`src/rtl/fdiv_pkg.sv`:
```
// Shared definitions for the sequential FP divider: FSM encoding, flag bit
// positions, rounding-mode codes and special-value pattern helpers.
package fdiv_pkg;

    typedef enum logic [1:0] {
        ST_IDLE = 2'd0,
        ST_DIV  = 2'd1,
        ST_RND  = 2'd2,
        ST_OUT  = 2'd3
    } state_t;

    // flags = {invalid, div_by_zero, overflow, underflow, inexact}
    localparam int FLAG_NX = 0;
    localparam int FLAG_UF = 1;
    localparam int FLAG_OF = 2;
    localparam int FLAG_DZ = 3;
    localparam int FLAG_NV = 4;

    localparam logic [2:0] RM_RNE = 3'b000;
    localparam logic [2:0] RM_RTZ = 3'b001;
    localparam logic [2:0] RM_RDN = 3'b010;
    localparam logic [2:0] RM_RUP = 3'b011;

    function automatic int bias_of(input int exp_w);
        return (1 << (exp_w - 1)) - 1;
    endfunction

    // Patterns are built 64 bits wide; callers cast down to their word width.
    function automatic logic [63:0] qnan_bits(input int exp_w, input int frac_w);
        return (((64'd1 << exp_w) - 64'd1) << frac_w) | (64'd1 << (frac_w - 1));
    endfunction

    function automatic logic [63:0] inf_bits(input logic sign, input int exp_w, input int frac_w);
        return ({63'd0, sign} << (exp_w + frac_w)) | (((64'd1 << exp_w) - 64'd1) << frac_w);
    endfunction

    function automatic logic [63:0] zero_bits(input logic sign, input int exp_w, input int frac_w);
        return {63'd0, sign} << (exp_w + frac_w);
    endfunction

endpackage

```
`src/rtl/fdiv_if.sv`:
```
// Valid/ready operand and result bundle for fdiv_seq.
// FDIV_ROUND_MODE_EN adds the rounding-mode field rm.
interface fdiv_if #(
    parameter int EXP_W  = 8,
    parameter int FRAC_W = 23
);
    localparam int W = 1 + EXP_W + FRAC_W;

    logic         in_valid;
    logic         in_ready;
    logic [W-1:0] a;
    logic [W-1:0] b;
    logic         out_valid;
    logic         out_ready;
    logic [W-1:0] result;
    logic [4:0]   flags;
`ifdef FDIV_ROUND_MODE_EN
    logic [2:0]   rm;

    modport master (output in_valid, a, b, rm, out_ready,
                    input  in_ready, out_valid, result, flags);
    modport slave  (input  in_valid, a, b, rm, out_ready,
                    output in_ready, out_valid, result, flags);
`else
    modport master (output in_valid, a, b, out_ready,
                    input  in_ready, out_valid, result, flags);
    modport slave  (input  in_valid, a, b, out_ready,
                    output in_ready, out_valid, result, flags);
`endif
endinterface

```
`src/rtl/fdiv_round.sv`:
```
// Combinational normalise/round/pack of a raw quotient; shared with the
// multiplier, so it takes the rounding mode as a plain input.
module fdiv_round
    import fdiv_pkg::*;
#(
    parameter int EXP_W  = 8,
    parameter int FRAC_W = 23
) (
    input  logic                    sign,
    input  logic signed [EXP_W+1:0] exp_in,
    input  logic [FRAC_W+2:0]       q,
    input  logic                    rem_nz,
    input  logic [2:0]              rm,
    output logic [EXP_W+FRAC_W:0]   result,
    output logic [4:0]              flags
);
    localparam int Q_W     = FRAC_W + 3;
    localparam int EXP_TOP = (1 << EXP_W) - 1;

    logic [FRAC_W:0]         mant;
    logic [FRAC_W+1:0]       mant_sum;
    logic [FRAC_W-1:0]       frac;
    logic signed [EXP_W+1:0] exp_n;
    logic                    guard, sticky, rnd_up, to_zero;

    always_comb begin
        // q in (0.5, 2): a clear MSB means one extra normalising shift
        if (q[Q_W-1]) begin
            mant   = q[Q_W-1:2];
            guard  = q[1];
            sticky = q[0] | rem_nz;
            exp_n  = exp_in;
        end else begin
            mant   = q[Q_W-2:1];
            guard  = q[0];
            sticky = rem_nz;
            exp_n  = exp_in - (EXP_W+2)'(1);
        end

        case (rm)
            RM_RTZ:  rnd_up = 1'b0;
            RM_RDN:  rnd_up = sign & (guard | sticky);
            RM_RUP:  rnd_up = ~sign & (guard | sticky);
            default: rnd_up = guard & (sticky | mant[0]);
        endcase
        to_zero = (rm == RM_RTZ) || (rm == RM_RDN && !sign) || (rm == RM_RUP && sign);

        mant_sum = {1'b0, mant} + (FRAC_W+2)'(rnd_up);
        if (mant_sum[FRAC_W+1]) begin
            frac  = mant_sum[FRAC_W:1];
            exp_n = exp_n + (EXP_W+2)'(1);
        end else begin
            frac  = mant_sum[FRAC_W-1:0];
        end

        flags = '0;
        if (int'(exp_n) >= EXP_TOP) begin
            flags[FLAG_OF] = 1'b1;
            flags[FLAG_NX] = 1'b1;
            if (to_zero)
                result = {sign, {(EXP_W-1){1'b1}}, 1'b0, {FRAC_W{1'b1}}};
            else
                result = (EXP_W+FRAC_W+1)'(inf_bits(sign, EXP_W, FRAC_W));
        end else if (int'(exp_n) <= 0) begin
            flags[FLAG_UF] = 1'b1;
            flags[FLAG_NX] = 1'b1;
            result = (EXP_W+FRAC_W+1)'(zero_bits(sign, EXP_W, FRAC_W));
        end else begin
            flags[FLAG_NX] = guard | sticky;
            result = {sign, exp_n[EXP_W-1:0], frac};
        end
    end

endmodule

```
`src/rtl/fdiv_seq.sv`:
```
// Sequential radix-2 restoring FP divider behind valid/ready handshakes.
// Build option FDIV_ROUND_MODE_EN: per-operation rounding mode (default RNE only).
module fdiv_seq
    import fdiv_pkg::*;
#(
    parameter int EXP_W  = 8,
    parameter int FRAC_W = 23
) (
    input  logic  clk,
    input  logic  rst,
    fdiv_if.slave bus
);
    localparam int W     = 1 + EXP_W + FRAC_W;
    localparam int Q_W   = FRAC_W + 3;
    localparam int BIAS  = bias_of(EXP_W);
    localparam int CNT_W = $clog2(Q_W);

    state_t                  state_reg, state_next;
    logic                    in_ready;
    logic [CNT_W-1:0]        cnt_reg;
    logic [Q_W-1:0]          q_reg;
    logic [FRAC_W+1:0]       rem_reg;
    logic [FRAC_W:0]         mb_reg;
    logic signed [EXP_W+1:0] exp_reg;
    logic                    sign_reg;
    logic [W-1:0]            result_reg;
    logic [4:0]              flags_reg;
    logic                    out_valid_reg;
    logic [2:0]              rm_w;

    logic                    sa, sb;
    logic [EXP_W-1:0]        ea, eb;
    logic [FRAC_W-1:0]       fa, fb;
    logic                    a_zero, a_inf, a_nan, b_zero, b_inf, b_nan;
    logic                    special, accept;
    logic [W-1:0]            sp_result;
    logic [4:0]              sp_flags;
    logic [EXP_W+1:0]        exp_init;
    logic                    rem_ge;
    logic [FRAC_W+1:0]       rem_diff, rem_sel;
    logic [W-1:0]            rnd_result;
    logic [4:0]              rnd_flags;

    assign {sa, ea, fa} = bus.a;
    assign {sb, eb, fb} = bus.b;

    // exp==0 covers zero and flushed subnormals alike
    assign a_zero  = (ea == '0);
    assign a_inf   = (&ea) && (fa == '0);
    assign a_nan   = (&ea) && (fa != '0);
    assign b_zero  = (eb == '0);
    assign b_inf   = (&eb) && (fb == '0);
    assign b_nan   = (&eb) && (fb != '0);
    assign special = a_zero | a_inf | a_nan | b_zero | b_inf | b_nan;
    assign accept  = bus.in_valid && in_ready;

    always_comb begin
        sp_result = W'(zero_bits(sa ^ sb, EXP_W, FRAC_W));
        sp_flags  = '0;
        if (a_nan || b_nan || (a_zero && b_zero) || (a_inf && b_inf)) begin
            sp_result        = W'(qnan_bits(EXP_W, FRAC_W));
            sp_flags[FLAG_NV] = 1'b1;
        end else if (a_inf) begin
            sp_result = W'(inf_bits(sa ^ sb, EXP_W, FRAC_W));
        end else if (b_zero) begin
            sp_result        = W'(inf_bits(sa ^ sb, EXP_W, FRAC_W));
            sp_flags[FLAG_DZ] = 1'b1;
        end
    end

    assign exp_init = {2'b00, ea} - {2'b00, eb} + (EXP_W+2)'(BIAS);

    assign rem_ge   = (rem_reg >= {1'b0, mb_reg});
    assign rem_diff = rem_reg - {1'b0, mb_reg};
    assign rem_sel  = rem_ge ? rem_diff : rem_reg;

    always_ff @(posedge clk or posedge rst) begin
        if (rst) state_reg <= ST_IDLE;
        else     state_reg <= state_next;
    end

    always_comb begin
        state_next = state_reg;
        case (state_reg)
            ST_IDLE: if (bus.in_valid) state_next = special ? ST_OUT : ST_DIV;
            ST_DIV:  if (cnt_reg == CNT_W'(Q_W - 1)) state_next = ST_RND;
            ST_RND:  state_next = ST_OUT;
            ST_OUT:  if (out_valid_reg && bus.out_ready) state_next = ST_IDLE;
            default: state_next = ST_IDLE;
        endcase
    end

    always_comb begin
        in_ready = (state_reg == ST_IDLE);
    end

    always_ff @(posedge clk or posedge rst) begin
        if (rst) begin
            cnt_reg       <= '0;
            q_reg         <= '0;
            rem_reg       <= '0;
            mb_reg        <= '0;
            exp_reg       <= '0;
            sign_reg      <= 1'b0;
            result_reg    <= '0;
            flags_reg     <= '0;
            out_valid_reg <= 1'b0;
        end else begin
            case (state_reg)
                ST_IDLE: if (accept) begin
                    sign_reg <= sa ^ sb;
                    cnt_reg  <= '0;
                    q_reg    <= '0;
                    rem_reg  <= {2'b01, fa};
                    mb_reg   <= {1'b1, fb};
                    exp_reg  <= exp_init;
                    if (special) begin
                        result_reg <= sp_result;
                        flags_reg  <= sp_flags;
                    end
                end
                ST_DIV: begin
                    q_reg   <= {q_reg[Q_W-2:0], rem_ge};
                    rem_reg <= rem_sel << 1;
                    cnt_reg <= cnt_reg + CNT_W'(1);
                end
                ST_RND: begin
                    result_reg <= rnd_result;
                    flags_reg  <= rnd_flags;
                end
                ST_OUT: begin
                    // valid rises one cycle after entering OUT, drops on the handshake
                    if (!out_valid_reg)      out_valid_reg <= 1'b1;
                    else if (bus.out_ready)  out_valid_reg <= 1'b0;
                end
                default: ;
            endcase
        end
    end

`ifdef FDIV_ROUND_MODE_EN
    logic [2:0] rm_reg;
    always_ff @(posedge clk or posedge rst) begin
        if (rst)         rm_reg <= RM_RNE;
        else if (accept) rm_reg <= bus.rm;
    end
    assign rm_w = rm_reg;
`else
    assign rm_w = RM_RNE;
`endif

    fdiv_round #(.EXP_W(EXP_W), .FRAC_W(FRAC_W)) u_round (
        .sign   (sign_reg),
        .exp_in (exp_reg),
        .q      (q_reg),
        .rem_nz (|rem_reg),
        .rm     (rm_w),
        .result (rnd_result),
        .flags  (rnd_flags)
    );

    assign bus.in_ready  = in_ready;
    assign bus.out_valid = out_valid_reg;
    assign bus.result    = result_reg;
    assign bus.flags     = flags_reg;

endmodule

```
`src/flat_wrapper.sv`:
```
// flat-port wrapper written by rule: the top's interface ports become plain ports
module fdiv_seq_flat import fdiv_pkg::*;
#(
    parameter int EXP_W  = 8,
    parameter int FRAC_W = 23
)
  (clk, rst, bus_in_valid, bus_a, bus_b, bus_out_ready, bus_in_ready, bus_out_valid, bus_result, bus_flags);
  fdiv_if #(.EXP_W(EXP_W), .FRAC_W(FRAC_W)) bus_i ();
  input  logic clk;
  input  logic rst;
  input wire logic [$bits(bus_i.in_valid)-1:0] bus_in_valid;
  input wire logic [$bits(bus_i.a)-1:0] bus_a;
  input wire logic [$bits(bus_i.b)-1:0] bus_b;
  input wire logic [$bits(bus_i.out_ready)-1:0] bus_out_ready;
  output wire logic [$bits(bus_i.in_ready)-1:0] bus_in_ready;
  output wire logic [$bits(bus_i.out_valid)-1:0] bus_out_valid;
  output wire logic [$bits(bus_i.result)-1:0] bus_result;
  output wire logic [$bits(bus_i.flags)-1:0] bus_flags;
  assign bus_i.in_valid = bus_in_valid;
  assign bus_i.a = bus_a;
  assign bus_i.b = bus_b;
  assign bus_i.out_ready = bus_out_ready;
  assign bus_in_ready = bus_i.in_ready;
  assign bus_out_valid = bus_i.out_valid;
  assign bus_result = bus_i.result;
  assign bus_flags = bus_i.flags;
  fdiv_seq #(.EXP_W(EXP_W), .FRAC_W(FRAC_W)) u_core (.clk(clk), .rst(rst), .bus(bus_i));
endmodule
```
`config.mk`:
```
export PLATFORM = sky130hd
export DESIGN_NAME = fdiv_seq_flat
export DESIGN_NICKNAME = d
export VERILOG_FILES = /design/src/rtl/fdiv_pkg.sv /design/src/rtl/fdiv_if.sv /design/src/rtl/fdiv_round.sv /design/src/rtl/fdiv_seq.sv /design/src/flat_wrapper.sv
export SDC_FILE = /design/constraint.sdc
export NUM_CORES = 1
export LEC_CHECK = 0
export BUFFER_PORTS_ARGS = -buffer_cell sky130_fd_sc_hd__buf_2
export CAP_MARGIN = 40
export CORE_MARGIN = 4
export CORE_UTILIZATION = 50
export DETAILED_ROUTE_END_ITERATION = 6
export PLACE_DENSITY = 0.68
export SLEW_MARGIN = 25
export SYNTH_ARGS = -nofsm -noshare
export SYNTH_HDL_FRONTEND = slang
export SYNTH_SLANG_ARGS = --single-unit
```
`constraint.sdc`:
```
create_clock -name clk -period 11.94 [get_ports clk]
set_clock_uncertainty 0.15 [all_clocks]
set_input_delay 2.985 -clock clk [delete_from_list [all_inputs] [get_ports clk]]
set_output_delay 2.985 -clock clk [all_outputs]
set_load 0.01 [all_outputs]
```
======== Word-level counts from Yosys, hierarchy flattened ========
Index checks and enable logic that the tools add are counted.
word-level totals
  output and inout port bits .............. 39
  word-level logic and storage cells ...... 106
  bits in registers ....................... 131
cells by class
  bitwise operators ....................... 10
  multiplexer cells ....................... 40
  magnitude comparators ................... 3
  eq/ne operators ......................... 9
  reduce and logical (&&, ||, !) cells .... 27
  add/sub/neg operators ................... 7
operators with widths
  operator               number
  $mux 31                4
  $mux 32                3
  $pmux 32 s2            1
  $pmux 26 s2            1
  $pmux 25 s2            1
  $mux 24                2
  $logic_not 23->1       2
  $reduce_bool 23->1     2
  $mux 26                1
  $add 24x1->25          1
  $ge 25x24->1           1
  $mux 25                1
  $reduce_or 25->1       1
  $sub 24x24->24         1
  $mux 23                1
  $mux 10                2
  $pmux 5 s2             2
  $logic_not 8->1        2
  $reduce_and 8->1       2
  $mux 5                 3
  $mux 1                 13
  $add 10x2->10 const B  1
  $add 10x7->10 const B  1
  $ge 10x9->1 const B    1
  20 further kinds       46

======== Logic depth before layout (Yosys ltp) ========
Gate-level depths: netlist of run 1.
  depth after elaboration ................. 11
  mapped depth ............................ 17
  mapped depth without buffers ............ 13

======== Modules after synthesis ========
A second synthesis of run 1 with hierarchy kept.
unflattened totals
  cell total of the unflattened synthesis .. 1129
  area total of the unflattened synthesis .. 9562.9 µm²
by module, submodules not included
  module      sequential area each (µm²)  cells an instance  area an instance (µm²)  times used
  fdiv_seq    3278.1                      819                7497.2                  1
  fdiv_round  0.0                         310                2065.7                  1

======== Worst setup path before layout of run 1 ========
Ideal clock, no wire load.
  path kind ............................... input to register
  from .................................... input port bus_a[23]
  to ...................................... register u_core.exp_reg[8]
  data arrival time ....................... 4.864 ns
  stages .................................. 12
  slack ................................... 6.791 ns
  cell sequence ........................... inv_1 ha_1 inv_1 fa_1 nand2_1 nand2_1 a21oi_1 xnor2_1 or3_1 o31ai_1 xnor2_1 o21ai_0
on the way
  cells in the longest elaborated chain, start to end .. 2
RTL lines
  item                  RTL line            RTL
  from (decl)           flat_wrapper.sv:12  input wire logic [$bits(bus_i.a)-1:0] bus_a;
  $sub 8x8->9           fdiv_seq.sv:71      assign exp_init = {2'b00, ea} - {2'b00, eb} + (EXP_W+2)'(BIAS);
  $add 10x7->10         fdiv_seq.sv:71
  to (signal assigned)  fdiv_seq.sv:116     exp_reg <= exp_init;
  to (decl)             fdiv_seq.sv:24      logic signed [EXP_W+1:0] exp_reg;
No other way between the ends.
A chain may end at the register's enable or synchronous reset.

======== Worst setup path in the final report of run 1 ========
  from .................................... register u_core.q_reg[25]
  to ...................................... register u_core.result_reg[5] (netlist: u_core.bus.result[5])
on the way
  cells in the longest elaborated chain, start to end .. 9
RTL lines
  item                               RTL line          RTL
  from (decl)                        fdiv_seq.sv:21    logic [Q_W-1:0] q_reg;
  from (signal assigned)             fdiv_seq.sv:123   q_reg <= {q_reg[Q_W-2:0], rem_ge};
  $mux 1 or $mux 24 (tied branches)  fdiv_round.sv:28  if (q[Q_W-1]) begin
  $or 1x1->1                         fdiv_round.sv:44  default: rnd_up = guard & (sticky | mant[0]);
  $and 1x1->1                        fdiv_round.sv:44
  $add 24x1->25                      fdiv_round.sv:48  mant_sum = {1'b0, mant} + (FRAC_W+2)'(rnd_up);
  $mux 10                            fdiv_round.sv:49  if (mant_sum[FRAC_W+1]) begin
  $le 10x1->1                        fdiv_round.sv:64  end else if (int'(exp_n) <= 0) begin
  $mux 31                            fdiv_round.sv:64
  $mux 31 *                          fdiv_round.sv:57  if (int'(exp_n) >= EXP_TOP) begin
  $pmux 32 s2 *                      fdiv_seq.sv:109   case (state_reg)
  to (signal assigned)               fdiv_seq.sv:118   result_reg <= sp_result;
  to (signal assigned)               fdiv_seq.sv:128   result_reg <= rnd_result;
  to (decl)                          fdiv_seq.sv:26    logic [W-1:0] result_reg;
Mark *: on every way between the ends. The rest lies on a longest branch, timed or not.

==> results_dict.tcl, run 1 <==
set metrics [dict create \
    dp_hpwl_um 17200 \
    setup_viol_count_final 0 \
    worstPathRequired_ps 12150 \
    cellLeakagePower_nw 4.59 \
    syn-num-nets 1140 \
    chipWidth_um 143 \
    gp_congestion 0.893 \
    portBuffers 106 \
    hold_buffers 0 \
    max_stage_delay_ps 620 \
    number_of_flip_flops_in_the_largest_register 32 \
    pwr_density_cell_nw_per_um2 288 \
    preCtsSetupSlack_ps 6340 \
    fillerInstances 1567 \
    cell_with_the_most_instances_on_the_worst_path "sky130_fd_sc_hd__nand3_1" \
    synth_area_leaders "sky130_fd_sc_hd__dfrtp_1, sky130_fd_sc_hd__ha_1, sky130_fd_sc_hd__nand2_1" \
    postCtsResizedCells 0 \
    worstSetupStartpointType "flip-flop" \
    cts_tree "built" \
    drt-pass1-iter-count 5 \
    cts.sink_count 131 \
    synth_top_area_share 0.362 \
    globalRouteTotalUtil 0.233 \
    drv.max_cap_violation_count 0 \
    design_area_um2 10400 \
    hold_ws_ps 302 \
    placement.cell_area_um2 9810 \
    clock-root-buffer "sky130_fd_sc_hd__clkbuf_16" \
    synth_cell_type_count 68 \
    run_status "finished, final reports clean" \
    diode_count 0 \
    via_count_of_the_first_global_routing_pass 7765 \
    postSynth.asyncResetShare 1.00 \
    synth_seq_cells 131 \
    drive_gt1_frac 0.183 \
    final_nets 1222 \
    crit_path_cell_trace "nand2b_1 -> a21oi_1 -> ha_1 -> nand3_1 -> nor4b_4 -> nand3_1 -> a2111oi_2 -> mux2i_1 -> xor2_1 -> o2111ai_2 -> nor2_4 -> a22o_1" \
    syn_area_um2 9050 \
    tns_ps 0 \
    final_min_period_over_clock_period 0.438 \
    dr.first_iter.drc_count 430 \
    average_cell_area_after_synthesis_um2 8.80 \
    number_of_flops_mapped_to_enable_cells_by_yosys 0 \
    drc 0 \
    std_cell_rows 48 \
    grt_max_degree 63 \
    final_max_slew_viol_count 0 \
    setup_slack_ps 6710 \
    wl_per_cell_um 17.3 \
    critical_path.endpoint_type "flip-flop" \
    synth_seq_area_share 0.362 \
    h_tree_levels 4 \
    crit_path_max_fanout 25 \
    crit_type "reg -> reg" \
    min_period_ps 5230 \
    core_um2 17500 \
    vias_per_cell 5.98 \
    worst-endpoint-arrival_ps 5440 \
    grt_antenna_before_repair 0 \
    synthesis.yosys.warnings 0 \
    max_clock_freq_mhz 191 \
    slew_at_the_pin_closest_to_its_max_slew_limit_ps 903 \
    cts_setup_buffers 0 \
    floorplan.die_area_um2 20300 \
    clkTransAtPathRegs_ps 60 \
    synth-main-ff-cell "sky130_fd_sc_hd__dfrtp_1" \
    grt_first_pass_wirelength_um 38600 \
    synthMostInstantiatedCell "sky130_fd_sc_hd__dfrtp_1" \
    timing.final.hold_violations 0 \
    timing.slew.headroom 0.392 \
    hold_class "reg -> reg" \
    syn_inst 1028 \
    fp.dieH_um 143 \
    grt_setup_unrepaired "false" \
    synth.largest_area_cell "sky130_fd_sc_hd__dfrtp_1" \
    cts_inserted_buffers 17 \
    route.antenna.remaining_nets 0 \
    timing.critical_path.slowest_stage_cell "sky130_fd_sc_hd__dfrtp_2" \
    worst_ir_drop_vdd_v 0.000181 \
    clk_latency_ps 420 \
    vias 8058 \
    area_growth_syn_to_layout_pct 15.3 \
    start_util 0.516 \
    route.final.wire_length_um 23300 \
    synth_commonest_cells "sky130_fd_sc_hd__dfrtp_1, sky130_fd_sc_hd__nand2_1, sky130_fd_sc_hd__o21ai_0" \
    grt_total_ovfl 0 \
    ioPinCount 107 \
    final_core_util 0.595 \
    clock_tree.buffer_depth 2 \
]
==> where the power goes <==
part / switching, mW / total (mW) / internal, mW
sequential: 0.175 / 0.790 / 0.616
combinational: 0.971 / 1.67 / 0.697
clock: 0.193 / 0.548 / 0.355
total: 1.34 / 3.01 / 1.67
==> routing by layer <==
layer / GRT usage / up-vias / wire length [um]
met1: 0.317 / 3852 / 10500
met5: 0 / - / 0
met3: 0.0450 / 45 / 1350
li1: - / 3915 / -
met2: 0.373 / 246 / 10900
met4: 0.0815 / 0 / 563
==> cell families (layout without fill, tap and decap cells) <==
kind of cell,count (synthesis),in the layout,synth area share
buffers and inverters,119,214,0.0502
DFF,131,131,0.362
AOI/OAI and AO/OA,296,296,0.221
and+or+nand+nor,325,325,0.183
muxes,53,53,0.0628
adders and majority gates,44,44,0.0625
xor gates and xnor gates,60,60,0.0581
==> stage by stage <==
| stage | power [mW] | instances |
|---|---|---|
| 6_report | 3.01 | 1348 |
| 5_1_grt | 3.26 | 1348 |
| 4_1_cts | 3.00 | 1348 |
| 3_5_place_dp | 2.44 | 1316 |
| 3_3_place_gp | 2.39 | 1310 |
| 2_1_floorplan | 2.03 | 1028 |
==> cell type report <==
| class | count | area [um^2] | share of cell area |
|---|---|---|---|
| Multi-Input combinational cell | 778 | 5330 | 0.511 |
| Clock buffer | 24 | 502 | 0.0481 |
| Clock inverter | 8 | 123 | 0.0118 |
| Sequential cell | 131 | 3280 | 0.314 |
| Inverter | 65 | 249 | 0.0239 |
| Tap cell | 225 | 282 | 0.0270 |
| Timing Repair Buffer | 117 | 669 | 0.0642 |
==> worst max-delay path, delay by kind of cell, from the launching register on <==
family	cells	cell delay (ps)
xor+xnor	1	560
simple gates	5	1880
compound gates	4	1450
mux	1	270
fa+ha+maj	1	230
flops	1	620
==> path summary, 6_finish.rpt <==
| kind | from | to | slack, ps | cells past startpoint |
|---|---|---|---|---|
| min in group asynchronous | rst | u_core.mb_reg[22] | 2480 | 2 |
| setup reg to reg | u_core.q_reg[25] | u_core.bus.result[5] | 6710 | 12 |
| hold reg to reg | u_core.mb_reg[23] | u_core.mb_reg[23] | 300 | 2 |
| max in group asynchronous | rst | u_core.q_reg[25] | 8110 | 4 |
| hold / removal | u_core.mb_reg[23] | u_core.mb_reg[23] | 300 | 2 |
| setup / recovery | u_core.q_reg[25] | u_core.bus.result[5] | 6710 | 12 |
==> placed cells by master, fill, tap and decap left out, types with 7 or more instances in the layout <==
cell type                     n
sky130_fd_sc_hd__nand2b_1    14
sky130_fd_sc_hd__or2_2        8
sky130_fd_sc_hd__xnor2_1     36
sky130_fd_sc_hd__a211oi_1    19
sky130_fd_sc_hd__or3_1        7
sky130_fd_sc_hd__nand4_1     20
sky130_fd_sc_hd__nor2_1      65
sky130_fd_sc_hd__clkbuf_16   17
sky130_fd_sc_hd__a21boi_0    10
sky130_fd_sc_hd__dfrtp_1    130
sky130_fd_sc_hd__o31ai_1      8
sky130_fd_sc_hd__nor3_1      25
sky130_fd_sc_hd__a22o_1      28
sky130_fd_sc_hd__buf_2      107
sky130_fd_sc_hd__and3_1       7
sky130_fd_sc_hd__o21ai_0     71
sky130_fd_sc_hd__o21ai_1     11
sky130_fd_sc_hd__xor2_1      24
sky130_fd_sc_hd__a21o_1       8
sky130_fd_sc_hd__a311oi_1     9
sky130_fd_sc_hd__a21oi_1     55
sky130_fd_sc_hd__nor4_1      21
sky130_fd_sc_hd__nand3_1     16
sky130_fd_sc_hd__mux2_2      30
sky130_fd_sc_hd__o21a_1       7
sky130_fd_sc_hd__a31oi_1     15
sky130_fd_sc_hd__o21bai_1     7
sky130_fd_sc_hd__ha_1        42
sky130_fd_sc_hd__mux2i_1     23
sky130_fd_sc_hd__nand2_1    101
sky130_fd_sc_hd__nor3b_1     17
sky130_fd_sc_hd__inv_1       63
No activity file was read; power rests on OpenSTA's default activity.
==> inputs of run 2 (changes only) <==
==> constraint.sdc (replaced) <==
create_clock -name clk -period 5.4 [get_ports clk]
set_clock_uncertainty 0.15 [all_clocks]
set_input_delay 1.35 -clock clk [delete_from_list [all_inputs] [get_ports clk]]
set_output_delay 1.35 -clock clk [all_outputs]
set_load 0.01 [all_outputs]
==> results_dict.tcl, run 2 (synthesis results as in run 1) <==
set metrics [dict create \
    grt_total_ovfl 0 \
    wl_per_cell_um 17.4 \
    timing.final.hold_violations 0 \
    number_of_flip_flops_in_the_largest_register 32 \
    diode_count 0 \
    placement.cell_area_um2 9810 \
    final_core_util 0.596 \
    fillerInstances 1528 \
    clock-root-buffer "sky130_fd_sc_hd__clkbuf_16" \
    setup_viol_count_final 0 \
    timing.slew.headroom 0.519 \
    hold_class "reg -> reg" \
    std_cell_rows 48 \
    design_area_um2 10500 \
    worst_ir_drop_vdd_v 0.000350 \
    multi_input_comb_area_um2 5330 \
    run_status "finished, final reports clean" \
    worstSetupStartpointType "flip-flop" \
    max_clock_freq_mhz 215 \
    grt_max_degree 72 \
    floorplan.die_area_um2 20300 \
    cellLeakagePower_nw 4.62 \
    tns_ps 0 \
    vias 7922 \
    cts_inserted_buffers 17 \
    start_util 0.516 \
    grt_first_pass_wirelength_um 38500 \
    drive_gt1_frac 0.186 \
    grt_setup_unrepaired "false" \
    grt_antenna_before_repair 0 \
    hold_ws_ps 300 \
    postCtsResizedCells 0 \
    area_growth_syn_to_layout_pct 15.5 \
    layout_commonest_cell "sky130_fd_sc_hd__dfrtp_1" \
    critical_path.endpoint_type "flip-flop" \
    via_count_of_the_first_global_routing_pass 7558 \
    clock_tree.buffer_depth 2 \
    seqCellArea_um2 3280 \
    gp_congestion 0.908 \
    clk_latency_ps 430 \
    min_period_ps 4660 \
    ioPinCount 107 \
    drv.max_cap_violation_count 0 \
    r2r.worst_path.cells 11 \
    worst-endpoint-arrival_ps 4820 \
    route.final.wire_length_um 23500 \
    portBuffers 106 \
    drt-pass1-iter-count 5 \
    final_max_slew_viol_count 0 \
    slew_at_the_pin_closest_to_its_max_slew_limit_ps 719 \
    chipWidth_um 143 \
    final_cell_mix "sky130_fd_sc_hd__dfrtp_1, sky130_fd_sc_hd__buf_2, sky130_fd_sc_hd__nand2_1" \
    route.antenna.remaining_nets 0 \
    final_nets 1227 \
    crit_path_max_fanout 13 \
    drc 0 \
    fp.dieH_um 143 \
    cts_setup_buffers 0 \
    vias_per_cell 5.86 \
    core_um2 17500 \
    crit_type "reg -> reg" \
    globalRouteTotalUtil 0.235 \
    clkTransAtPathRegs_ps 60 \
    worst_reg2reg_setup_slack_ps 740 \
    h_tree_levels 4 \
    cts.sink_count 131 \
    dp_hpwl_um 17500 \
    report.power.total_mw 6.72 \
    final_min_period_over_clock_period 0.862 \
    worstPathRequired_ps 5560 \
    dr.first_iter.drc_count 457 \
    pwr_density_cell_nw_per_um2 642 \
    hold-path-cell-count 2 \
    cts_tree "built" \
    hold_buffers 0 \
]
## run 2: metrics by stage
step,cells,setup slack [ps]
2_1_floorplan,1028,402
3_3_place_gp,1316,857
3_5_place_dp,1320,794
4_1_cts,1350,792
5_1_grt,1351,465
6_report,1351,743
## run 2: cell type report
class / count / share of cell area
Clock buffer: 20 / 0.0437
Clock inverter: 10 / 0.0174
Inverter: 65 / 0.0238
Multi-Input combinational cell: 778 / 0.510
Sequential cell: 131 / 0.314
Tap cell: 225 / 0.0269
Timing Repair Buffer: 122 / 0.0650
## run 2: routing by layer
metal	wire length, um	track usage	part of all wire	up-vias
met5	0	0	0	-
met4	387	0.0630	0.016	0
met3	1180	0.0370	0.050	27
met2	11000	0.386	0.47	220
met1	10900	0.324	0.46	3758
li1	-	-	-	3917
## run 2: critical path: stages (launching register included)
cell and delay, ps:
sky130_fd_sc_hd__dfrtp_2 460, sky130_fd_sc_hd__nand2b_1 230, sky130_fd_sc_hd__a21oi_1 160, sky130_fd_sc_hd__ha_1 220
sky130_fd_sc_hd__nand3_1 170, sky130_fd_sc_hd__nor4b_4 590, sky130_fd_sc_hd__nand4_1 590, sky130_fd_sc_hd__or4_1 670
sky130_fd_sc_hd__a211o_1 350, sky130_fd_sc_hd__o2111ai_2 590, sky130_fd_sc_hd__nor2_4 140, sky130_fd_sc_hd__a22o_1 230
## run 2: path summary, 6_finish.rpt
path / from / to
worst max-delay path: u_core.q_reg[25] / u_core.bus.result[11]
max in group asynchronous: rst / u_core.bus.result[29]
worst max register to register: u_core.q_reg[25] / u_core.bus.result[11]
min in group asynchronous: rst / u_core.mb_reg[22]
worst min register to register: u_core.mb_reg[23] / u_core.mb_reg[23]
worst min-delay path: u_core.mb_reg[23] / u_core.mb_reg[23]
## run 2: report_power, final
part | leakage [nW] | switching (mW) | internal, mW
clock network | 0.312 | 0.432 | 0.836
registers | 1.66 | 0.398 | 1.36
logic | 2.65 | 2.13 | 1.56
total | 4.62 | 2.96 | 3.76
